### src/rtl/sync_rx_type1_if.sv
// Word-crossing bus for sync_rx_type1: sender-side request/data plus receiver-side results.
// master = sender/observer side, slave = the receiver block.
interface sync_rx_type1_if #(
    parameter int unsigned W     = 32,
    parameter int unsigned CNT_W = 16
);
    logic             req_async;
    logic [W-1:0]     data_async;
    logic             ack;
    logic [W-1:0]     out;
    logic             out_valid;
    logic [CNT_W-1:0] cnt;
    logic             err;

    modport master (
        output req_async, data_async,
        input  ack, out, out_valid, cnt, err
    );

    modport slave (
        input  req_async, data_async,
        output ack, out, out_valid, cnt, err
    );
endinterface

### src/rtl/sync_rx_type1.sv
// Receiving end of a four-phase req/ack word crossing into the clk_out domain.
// Optional ack timeout with sticky err is enabled by defining SYNC_RX_TIMEOUT_EN.
module sync_rx_type1 #(
    parameter int unsigned W       = 32,
    parameter int unsigned CNT_W   = 16,
    parameter int unsigned TIMEOUT = 1024
) (
    input  logic           clk_out,
    input  logic           rst_out,
    sync_rx_type1_if.slave bus
);

    if (TIMEOUT < 2) begin : g_timeout_check
        $error("TIMEOUT must be at least 2");
    end

`ifdef SYNC_RX_TIMEOUT_EN
    localparam int unsigned TmoW = $clog2(TIMEOUT);
    typedef enum logic [1:0] {StIdle, StWaitLow, StStall} state_e;
`else
    typedef enum logic {StIdle, StWaitLow} state_e;
`endif

    state_e state_q, state_d;

    logic             req_s0_q, req_s1_q;
    logic             ack_q, ack_d;
    logic [W-1:0]     out_q, out_d;
    logic             valid_q, valid_d;
    logic [CNT_W-1:0] cnt_q, cnt_d;
`ifdef SYNC_RX_TIMEOUT_EN
    logic             err_q, err_d;
    logic [TmoW-1:0]  tmo_q, tmo_d;
    logic             tmo_hit;

    assign tmo_hit = (tmo_q == TmoW'(TIMEOUT - 1));
`endif

    always_ff @(posedge clk_out) begin
        if (rst_out) begin
            req_s0_q <= 1'b0;
            req_s1_q <= 1'b0;
            state_q  <= StIdle;
            ack_q    <= 1'b0;
            out_q    <= '0;
            valid_q  <= 1'b0;
            cnt_q    <= '0;
`ifdef SYNC_RX_TIMEOUT_EN
            err_q    <= 1'b0;
            tmo_q    <= '0;
`endif
        end else begin
            req_s0_q <= bus.req_async;
            req_s1_q <= req_s0_q;
            state_q  <= state_d;
            ack_q    <= ack_d;
            out_q    <= out_d;
            valid_q  <= valid_d;
            cnt_q    <= cnt_d;
`ifdef SYNC_RX_TIMEOUT_EN
            err_q    <= err_d;
            tmo_q    <= tmo_d;
`endif
        end
    end

    always_comb begin
        state_d = state_q;
        case (state_q)
            StIdle:    if (req_s1_q) state_d = StWaitLow;
            StWaitLow: begin
                if (!req_s1_q) begin
                    state_d = StIdle;
`ifdef SYNC_RX_TIMEOUT_EN
                end else if (tmo_hit) begin
                    state_d = StStall;
`endif
                end
            end
`ifdef SYNC_RX_TIMEOUT_EN
            StStall:   if (!req_s1_q) state_d = StIdle;
`endif
            default:   state_d = StIdle;
        endcase
    end

    // data_async is only sampled once req_s1 shows the sender is holding it stable.
    always_comb begin
        ack_d   = ack_q;
        out_d   = out_q;
        valid_d = 1'b0;
        cnt_d   = cnt_q;
`ifdef SYNC_RX_TIMEOUT_EN
        err_d   = err_q;
        tmo_d   = tmo_q;
`endif
        case (state_q)
            StIdle: begin
                if (req_s1_q) begin
                    out_d   = bus.data_async;
                    valid_d = 1'b1;
                    ack_d   = 1'b1;
                    cnt_d   = cnt_q + CNT_W'(1);
`ifdef SYNC_RX_TIMEOUT_EN
                    tmo_d   = '0;
`endif
                end
            end
            StWaitLow: begin
                if (!req_s1_q) begin
                    ack_d = 1'b0;
`ifdef SYNC_RX_TIMEOUT_EN
                end else if (tmo_hit) begin
                    err_d = 1'b1;
                    ack_d = 1'b0;
                end else begin
                    tmo_d = tmo_q + TmoW'(1);
`endif
                end
            end
`ifdef SYNC_RX_TIMEOUT_EN
            StStall: ack_d = 1'b0;
`endif
            default: ack_d = 1'b0;
        endcase
    end

    assign bus.ack       = ack_q;
    assign bus.out       = out_q;
    assign bus.out_valid = valid_q;
    assign bus.cnt       = cnt_q;
`ifdef SYNC_RX_TIMEOUT_EN
    assign bus.err       = err_q;
`else
    assign bus.err       = 1'b0;
`endif

endmodule

### src/flat_wrapper.sv
// flat-port wrapper written by rule: the top's interface ports become plain ports
module sync_rx_type1_flat 
#(
    parameter int unsigned W       = 32,
    parameter int unsigned CNT_W   = 16,
    parameter int unsigned TIMEOUT = 1024
)
  (clk_out, rst_out, bus_req_async, bus_data_async, bus_ack, bus_out, bus_out_valid, bus_cnt, bus_err);
  sync_rx_type1_if #(.W(W), .CNT_W(CNT_W)) bus_i ();
  input  logic clk_out;
  input  logic rst_out;
  input wire logic [$bits(bus_i.req_async)-1:0] bus_req_async;
  input wire logic [$bits(bus_i.data_async)-1:0] bus_data_async;
  output wire logic [$bits(bus_i.ack)-1:0] bus_ack;
  output wire logic [$bits(bus_i.out)-1:0] bus_out;
  output wire logic [$bits(bus_i.out_valid)-1:0] bus_out_valid;
  output wire logic [$bits(bus_i.cnt)-1:0] bus_cnt;
  output wire logic [$bits(bus_i.err)-1:0] bus_err;
  assign bus_i.req_async = bus_req_async;
  assign bus_i.data_async = bus_data_async;
  assign bus_ack = bus_i.ack;
  assign bus_out = bus_i.out;
  assign bus_out_valid = bus_i.out_valid;
  assign bus_cnt = bus_i.cnt;
  assign bus_err = bus_i.err;
  sync_rx_type1 #(.W(W), .CNT_W(CNT_W), .TIMEOUT(TIMEOUT)) u_core (.clk_out(clk_out), .rst_out(rst_out), .bus(bus_i));
endmodule
### config.mk
export PLATFORM = sky130hd
export DESIGN_NAME = sync_rx_type1_flat
export DESIGN_NICKNAME = d
export VERILOG_FILES = /design/src/rtl/sync_rx_type1_if.sv /design/src/rtl/sync_rx_type1.sv /design/src/flat_wrapper.sv
export SDC_FILE = /design/constraint.sdc
export NUM_CORES = 1
export LEC_CHECK = 0
export ABC_AREA = 1
export CAP_MARGIN = 0
export CORE_MARGIN = 3
export CORE_UTILIZATION = 47
export CTS_BUF_LIST = sky130_fd_sc_hd__clkbuf_8
export CTS_CLUSTER_SIZE = 16
export DETAILED_ROUTE_END_ITERATION = 7
export PLACE_DENSITY = 0.87
export SETUP_SLACK_MARGIN = 0.15
export SYNTH_ARGS = -nofsm -noshare
export SYNTH_HDL_FRONTEND = slang
export SYNTH_SLANG_ARGS = --single-unit
### constraint.sdc
create_clock -name clk_out -period 3.4 [get_ports clk_out]
set_input_delay 0.68 -clock clk_out [delete_from_list [all_inputs] [get_ports clk_out]]
set_output_delay 0.68 -clock clk_out [all_outputs]
set_load 0.01 [all_outputs]
# Yosys cells after proc, flatten, opt, wreduce, memory -nomap -nowiden

Index checks and enable logic that the tools add are counted.

$add $sub $neg: 1
Equal/unequal tests: 2
Mux-type cells: 4
Bitwise gates (word level): 1
Reduce and logical (&&, ||, !) cells: 3

Operators with widths:

| cell                                                  | count |
|---|---|
| adder 16 x 1 -> 16 bit, second input constant         | 1 |
| AND reduction 2 bit                                   | 2 |
| two-way mux 1 bit                                     | 3 |
| inequality test 2 x 1 -> 1 bit, second input constant | 1 |
| inequality test 2 bit, second input constant          | 1 |
| one-hot mux 1 bit (2 select lines)                    | 1 |
| OR reduction 2 bit                                    | 1 |
| NOT 1 bit                                             | 1 |

Register bits after elaboration: 53
Word-level logic and storage cells: 18

# Longest topological paths before layout

Gate-level depths: netlist of the first run.

Depth in word-level cells: 3
Mapped depth: 9
Gate-level depth less buffers: 9

# Worst setup path after synthesis of the first run

Ideal clock, no wire load.

Path kind: input port to flip-flop
Start point: input rst_out
End point: register u_core.cnt_q[1], in the netlist u_core.bus.cnt[1]
Library setup time: 64 ps
Arrival time: 1356 ps
Setup slack: 1980 ps
Stages on the path: 5
Buffers on the path: 2
Cell sequence: buf_2 > inv_1 > clkbuf_1 > o21ai_0 > nor2_1

RTL lines:

| item                   | line                | text |
|---|---|---|
| start: declaration     | flat_wrapper.sv:11  | `input logic rst_out;` |
| end signal: assignment | sync_rx_type1.sv:59 | `cnt_q <= cnt_d;` |
| end: declaration       | sync_rx_type1.sv:30 | `logic [CNT_W-1:0] cnt_q, cnt_d;` |

==> results.toml, run 1 <==
[floorplanning]
start_util = 0.497
ios = 86
core_region_area_um2 = 4090
die_h_um = 71.7
rows = 23
dieWidth_um = 71.7
die_area_um2 = 5150

[final_layout]
ff_latch_area_um2 = 1060
multiInputGateArea_um2 = 845
fill_cells = 328
diodes = 0
layout-drive-gt1-share = 0.0452
fin_cells = 404
syn2layout_area_growth_pct = 47.4
nets = 390

[setup_path]
crit_arrival_ns = 2.42
worst-path-stages = 5
r2r_cells = 10
worstPathMaxFanout = 35
end_kind = "register"
cp-start-kind = "input port"
path_class = "in2reg"
cp_cell_sequence = "clkdlybuf4s50_1 > inv_1 > buf_4 > o21ai_0 > nor2_1"
worst-path-buf-inv = 3
critical_path_required_ns = 3.64
crit_path_top_delay_cell = "inv_1"
crit_family = "buffers and inverters"
cpPeakStageDelay_ns = 0.68

[routing]
routedWlPerCell_um = 12.2
ant_nets = 0
drt-total-wl_um = 4920
viasPerCell = 4.85
vias = 1958
drt_iter0_markers = 89
drc = 0
dr.pass1.iters = 4

[power_and_ir_drop]
vdd_ir_drop_max_mv = 0.265
p_leak_nw = 1.22
finalPower_mw = 1.18
powerDensity_nw_per_um2 = 394

[clock_network]
ctsResizeCount = 0
clockRootBuffer = "clkbuf_8"
path_clk_slew_ns = 0.09
tritoncts = "yes"
cts.sinks = 53
post-cts-setup-buffers = 0
cts_buffer_depth = 2
cts_max_level = 2
cts_hold_buf = 0
clk_latency_ns = 0.30
cts-buffers-inserted = 5

[logic_synthesis]
synth_top_family_by_area = "simple AND/OR/NAND/NOR gates"
synth_cells = 273
synthMuxAreaShare = 0
ys_ff_latch = 53
synth-xor-area-share = 0.00863
synth_cell_types = 22
yosys_warnings = 0
syn-mean-instance-area_um2 = 7.44
synthSimpleGateAreaFrac = 0.275
netlist_area_um2 = 2030
ys_seq_area_frac = 0.522
synth_fa_ha_area_frac = 0.0123
synth_compound_area_frac = 0.118
syn_nets = 310

[flow_run]
drv_cap = 0

[sta]
slew_violations = 0
setup_ws_ns = 1.22
slew_headroom = 0.450
fmax_mhz = 458
timing.final.hold_violations = 0
setup-tns-final_ns = 0
rsz0062_at_grt = "no"
finalSetupViolations = 0
tightest_slew_ns = 0.824
finalClockSkew_ns = 0.00413
holdWs_ns = 0.405
min_period_over_period = 0.642
fin_crit_ns = 2.18

[placement]
dp_hpwl_um = 3570
gp_congestion = 0.789
dp_cells = 396
place_ws_ns = 0.929
portBuffers = 84

[min_path]
min_path_type = "reg2reg"
worstHoldPathCells = 2

[global_routing]
grt_util_all_layers = 0.201
gr-total-overflow = 0
grt_antenna_before_repair = 0
grt_pass1_vias = 1932
grt_max_degree = 42
grt_pass1_wl_um = 8400

[run_status]
status = "finished, final reports clean"
## cells in the mapped netlist
| cell | instances | share of area |
|---|---|---|
| a21oi_1 | 10 | 0.025 |
| clkbuf_1 | 8 | 0.015 |
| conb_1 | 1 | 0.0018 |
| dfxtp_1 | 53 | 0.52 |
| inv_2 | 1 | 0.0018 |
| nor3_1 | 2 | 0.0049 |
| nor2_1 | 90 | 0.17 |
| ha_1 | 2 | 0.012 |
| nand2_1 | 27 | 0.050 |
| nand3_1 | 11 | 0.027 |
| buf_4 | 1 | 0.0037 |
| o21bai_1 | 1 | 0.0037 |
| buf_2 | 4 | 0.0099 |
| xor2_1 | 1 | 0.0043 |
| nor2_4 | 2 | 0.011 |
| xnor2_1 | 1 | 0.0043 |
| nor2_2 | 2 | 0.0062 |
| o21ai_0 | 35 | 0.086 |
| a211oi_1 | 1 | 0.0037 |
| nand4_1 | 2 | 0.0062 |
| inv_1 | 17 | 0.031 |
| nand2_2 | 1 | 0.0031 |
## placed cells by master, fill, tap and decap left out
master and instances:
nor3_1 2, clkinv_2 1, a21oi_1 10, nand2_2 1
o21bai_1 1, nor2_2 2, dfxtp_1 53, clkbuf_8 7
buf_4 2, inv_2 1, ha_1 2, nor2_4 2
xnor2_1 1, nand2_1 27, xor2_1 1, clkdlybuf4s50_1 84
inv_1 17, nand4_1 2, a211oi_1 1, nor2_1 90
conb_1 1, o21ai_0 35, nand3_1 11
## final timing paths
kind,to,startpoint,slack (ns)
worst max-delay path,u_core.bus.out[27]$_SDFFE_PP0P_,rst_out,1.22
worst min-delay path,u_core.req_s1_q$_SDFF_PP0_,u_core.req_s0_q$_SDFF_PP0_,0.40
worst max register to register,u_core.bus.cnt[13]$_SDFFE_PP0P_,u_core.state_q$_SDFF_PP0_,1.45
worst min register to register,u_core.req_s1_q$_SDFF_PP0_,u_core.req_s0_q$_SDFF_PP0_,0.40
## registers in the layout, summed over array words and instances, names as in the netlist
register and count:
u_core.bus.cnt 16, u_core.bus.out_valid 1, u_core.bus.ack 1, u_core.state_q 1, u_core.req_s1_q 1, u_core.bus.out 32, u_core.req_s0_q 1
## cells by family after synthesis
logic type,count (synthesis)
compound gates,47
xor+xnor,2
fa+ha+maj,2
buf+inv,31
flops,53
other cells,1
simple gates,137
## tightest hold or removal path: cells and delay by family (launching register included)
kind / cells / cell delay [ns]
AND/OR/NAND/NOR: 1 / 0.03
flip-flops: 1 / 0.31
buffers and inverters: 1 / 0.04
## stage by stage
stage / cell area [um^2] / utilization
floorplan: 2030 / -
global placement: 2890 / 0.708
detailed placement: 2890 / 0.708
CTS: 2990 / 0.732
global route: 2990 / 0.732
finish: 2990 / 0.732
## layer usage
layer | GRT usage | part of all wire | wire [um]
met1 | 0.244 | 0.44 | 2160
met2 | 0.330 | 0.46 | 2250
met3 | 0.0856 | 0.095 | 467
met4 | 0.0501 | 0.0098 | 48
met5 | 0 | 0 | 0
## report_power, final
group          internal [mW]  switching (mW)  leakage (nW)
registers              0.644          0.0121         0.432
logic                 0.0836          0.0601         0.729
clock network          0.184           0.195        0.0542
total                  0.912           0.267          1.22
## layout make-up
class	count	area share
clock buffers	7	0.0322
clock inverters	1	0.00167
inverters	18	0.0226
multi-input cells	189	0.282
flip-flops and latches	53	0.355
well taps	50	0.0209
repair buffers	86	0.286
Power figures use the tool's default switching activity.
==> run 2: changes to the inputs <==
--- a/config.mk
+++ b/config.mk
@@ -8,11 +8,11 @@
 export ABC_AREA = 1
 export CAP_MARGIN = 0
 export CORE_MARGIN = 3
-export CORE_UTILIZATION = 47
+export CORE_UTILIZATION = 44
 export CTS_BUF_LIST = sky130_fd_sc_hd__clkbuf_8
 export CTS_CLUSTER_SIZE = 16
 export DETAILED_ROUTE_END_ITERATION = 7
-export PLACE_DENSITY = 0.87
+export PLACE_DENSITY = 0.83
 export SETUP_SLACK_MARGIN = 0.15
 export SYNTH_ARGS = -nofsm -noshare
 export SYNTH_HDL_FRONTEND = slang
==> constraint.sdc (replaced) <==
create_clock -name clk_out -period 2.2 [get_ports clk_out]
set_input_delay 0.44 -clock clk_out [delete_from_list [all_inputs] [get_ports clk_out]]
set_output_delay 0.44 -clock clk_out [all_outputs]
set_load 0.01 [all_outputs]
==> results.toml, run 2 (synthesis results as in run 1) <==
[routing]
dr.pass1.iters = 4
drt-total-wl_um = 4810
drc = 0
drt_iter0_markers = 135
ant_nets = 0
vias = 1979
routedWlPerCell_um = 11.7
viasPerCell = 4.84

[clock_network]
clockRootBuffer = "clkbuf_8"
tritoncts = "yes"
post-cts-setup-buffers = 0
clk_latency_ns = 0.30
cts-buffers-inserted = 5
cts_buffer_depth = 2
cts_max_level = 2
path_clk_slew_ns = 0.09
cts.sinks = 53
ctsResizeCount = 0
cts_hold_buf = 0

[power_and_ir_drop]
p_leak_nw = 1.23
vdd_ir_drop_max_mv = 0.440
powerDensity_nw_per_um2 = 605
finalPower_mw = 1.83

[sta]
setup_ws_ns = 0.468
timing.final.hold_violations = 0
setup-tns-final_ns = 0
rsz0062_at_grt = "no"
holdWs_ns = 0.421
fin_crit_ns = 1.73
min_period_over_period = 0.787
slew_violations = 0
finalClockSkew_ns = 0.00737
finalSetupViolations = 0
fmax_mhz = 577

[global_routing]
grt_antenna_before_repair = 0
gr-total-overflow = 0
grt_max_degree = 45
grt_pass1_wl_um = 8040
grt_pass1_vias = 1840
grt_util_all_layers = 0.186

[floorplanning]
die_area_um2 = 5470
rows = 24
core_region_area_um2 = 4410
ios = 86
dieWidth_um = 73.9
start_util = 0.460
die_h_um = 73.9

[setup_path]
critical_path_required_ns = 1.76
end_kind = "primary output"
crit_family = "buffers and inverters"
cp-start-kind = "register"
crit_arrival_ns = 1.29
cp_cell_sequence = "clkdlybuf4s50_1"
worst-path-buf-inv = 1
worstPathMaxFanout = 5
cpPeakStageDelay_ns = 0.57
path_class = "reg2out"
crit_path_top_delay_cell = "clkdlybuf4s50_1"

[placement]
portBuffers = 84
place_ws_ns = 0.590
gp_congestion = 0.758
dp_hpwl_um = 3550

[flow_run]
drv_cap = 0

[final_layout]
nets = 393
syn2layout_area_growth_pct = 48.6
final_common_cell = "nor2_1"
largest_reg_flops = 32
diodes = 0
layout-drive-gt1-share = 0.0532
final_cell_mix = "nor2_1, clkdlybuf4s50_1, dfxtp_1"

[min_path]
min_path_type = "reg2reg"

[run_status]
status = "finished, final reports clean"
-- run 2: changes by cell type in the layout (fill, tap and decap cells not counted), sizes merged --
cell  previous run  this run
buf              2         5
-- run 2: routing by layer --
| layer | part of all wire | routed length [um] | vias up | global-route usage |
|---|---|---|---|---|
| met2 | 0.49 | 2360 | 62 | 0.324 |
| met4 | 0.0092 | 44 | 0 | 0.0604 |
| li1 | - | - | 1024 | - |
| met1 | 0.43 | 2050 | 888 | 0.222 |
| met5 | 0 | 0 | - | 0 |
| met3 | 0.072 | 344 | 5 | 0.0500 |
-- run 2: final timing paths --
check,from,to,slack [ns],cells after the start
worst max-delay path,u_core.bus.cnt[10]$_SDFFE_PP0P_,bus_cnt[10],0.47,1
worst min-delay path,u_core.req_s0_q$_SDFF_PP0_,u_core.req_s1_q$_SDFF_PP0_,0.42,2
worst min register to register,u_core.req_s0_q$_SDFF_PP0_,u_core.req_s1_q$_SDFF_PP0_,0.42,2
worst max register to register,u_core.state_q$_SDFF_PP0_,u_core.bus.cnt[14]$_SDFFE_PP0P_,0.56,9
-- run 2: report_power, final --
group | switching [mW] | internal [mW]
logic | 0.0907 | 0.132
registers | 0.0190 | 0.995
clock network | 0.305 | 0.285
-- run 2: metrics by stage --
| step | util | area [um^2] | instances |
|---|---|---|---|
| CTS | 0.684 | 3020 | 409 |
| detailed placement | 0.661 | 2920 | 401 |
| global route | 0.684 | 3020 | 409 |
| global placement | 0.661 | 2920 | 401 |
| finish | 0.684 | 3020 | 409 |
| floorplan | - | 2030 | 273 |
-- run 2: final cells by class --
class | count | area [um^2]
inverters | 18 | 67.6
multi-input cells | 189 | 845
repair buffers | 89 | 878
flip-flops and latches | 53 | 1060
well taps | 52 | 65.1
clock inverters | 1 | 5.00
fillers | 388 | 1400
clock buffers | 7 | 96.3
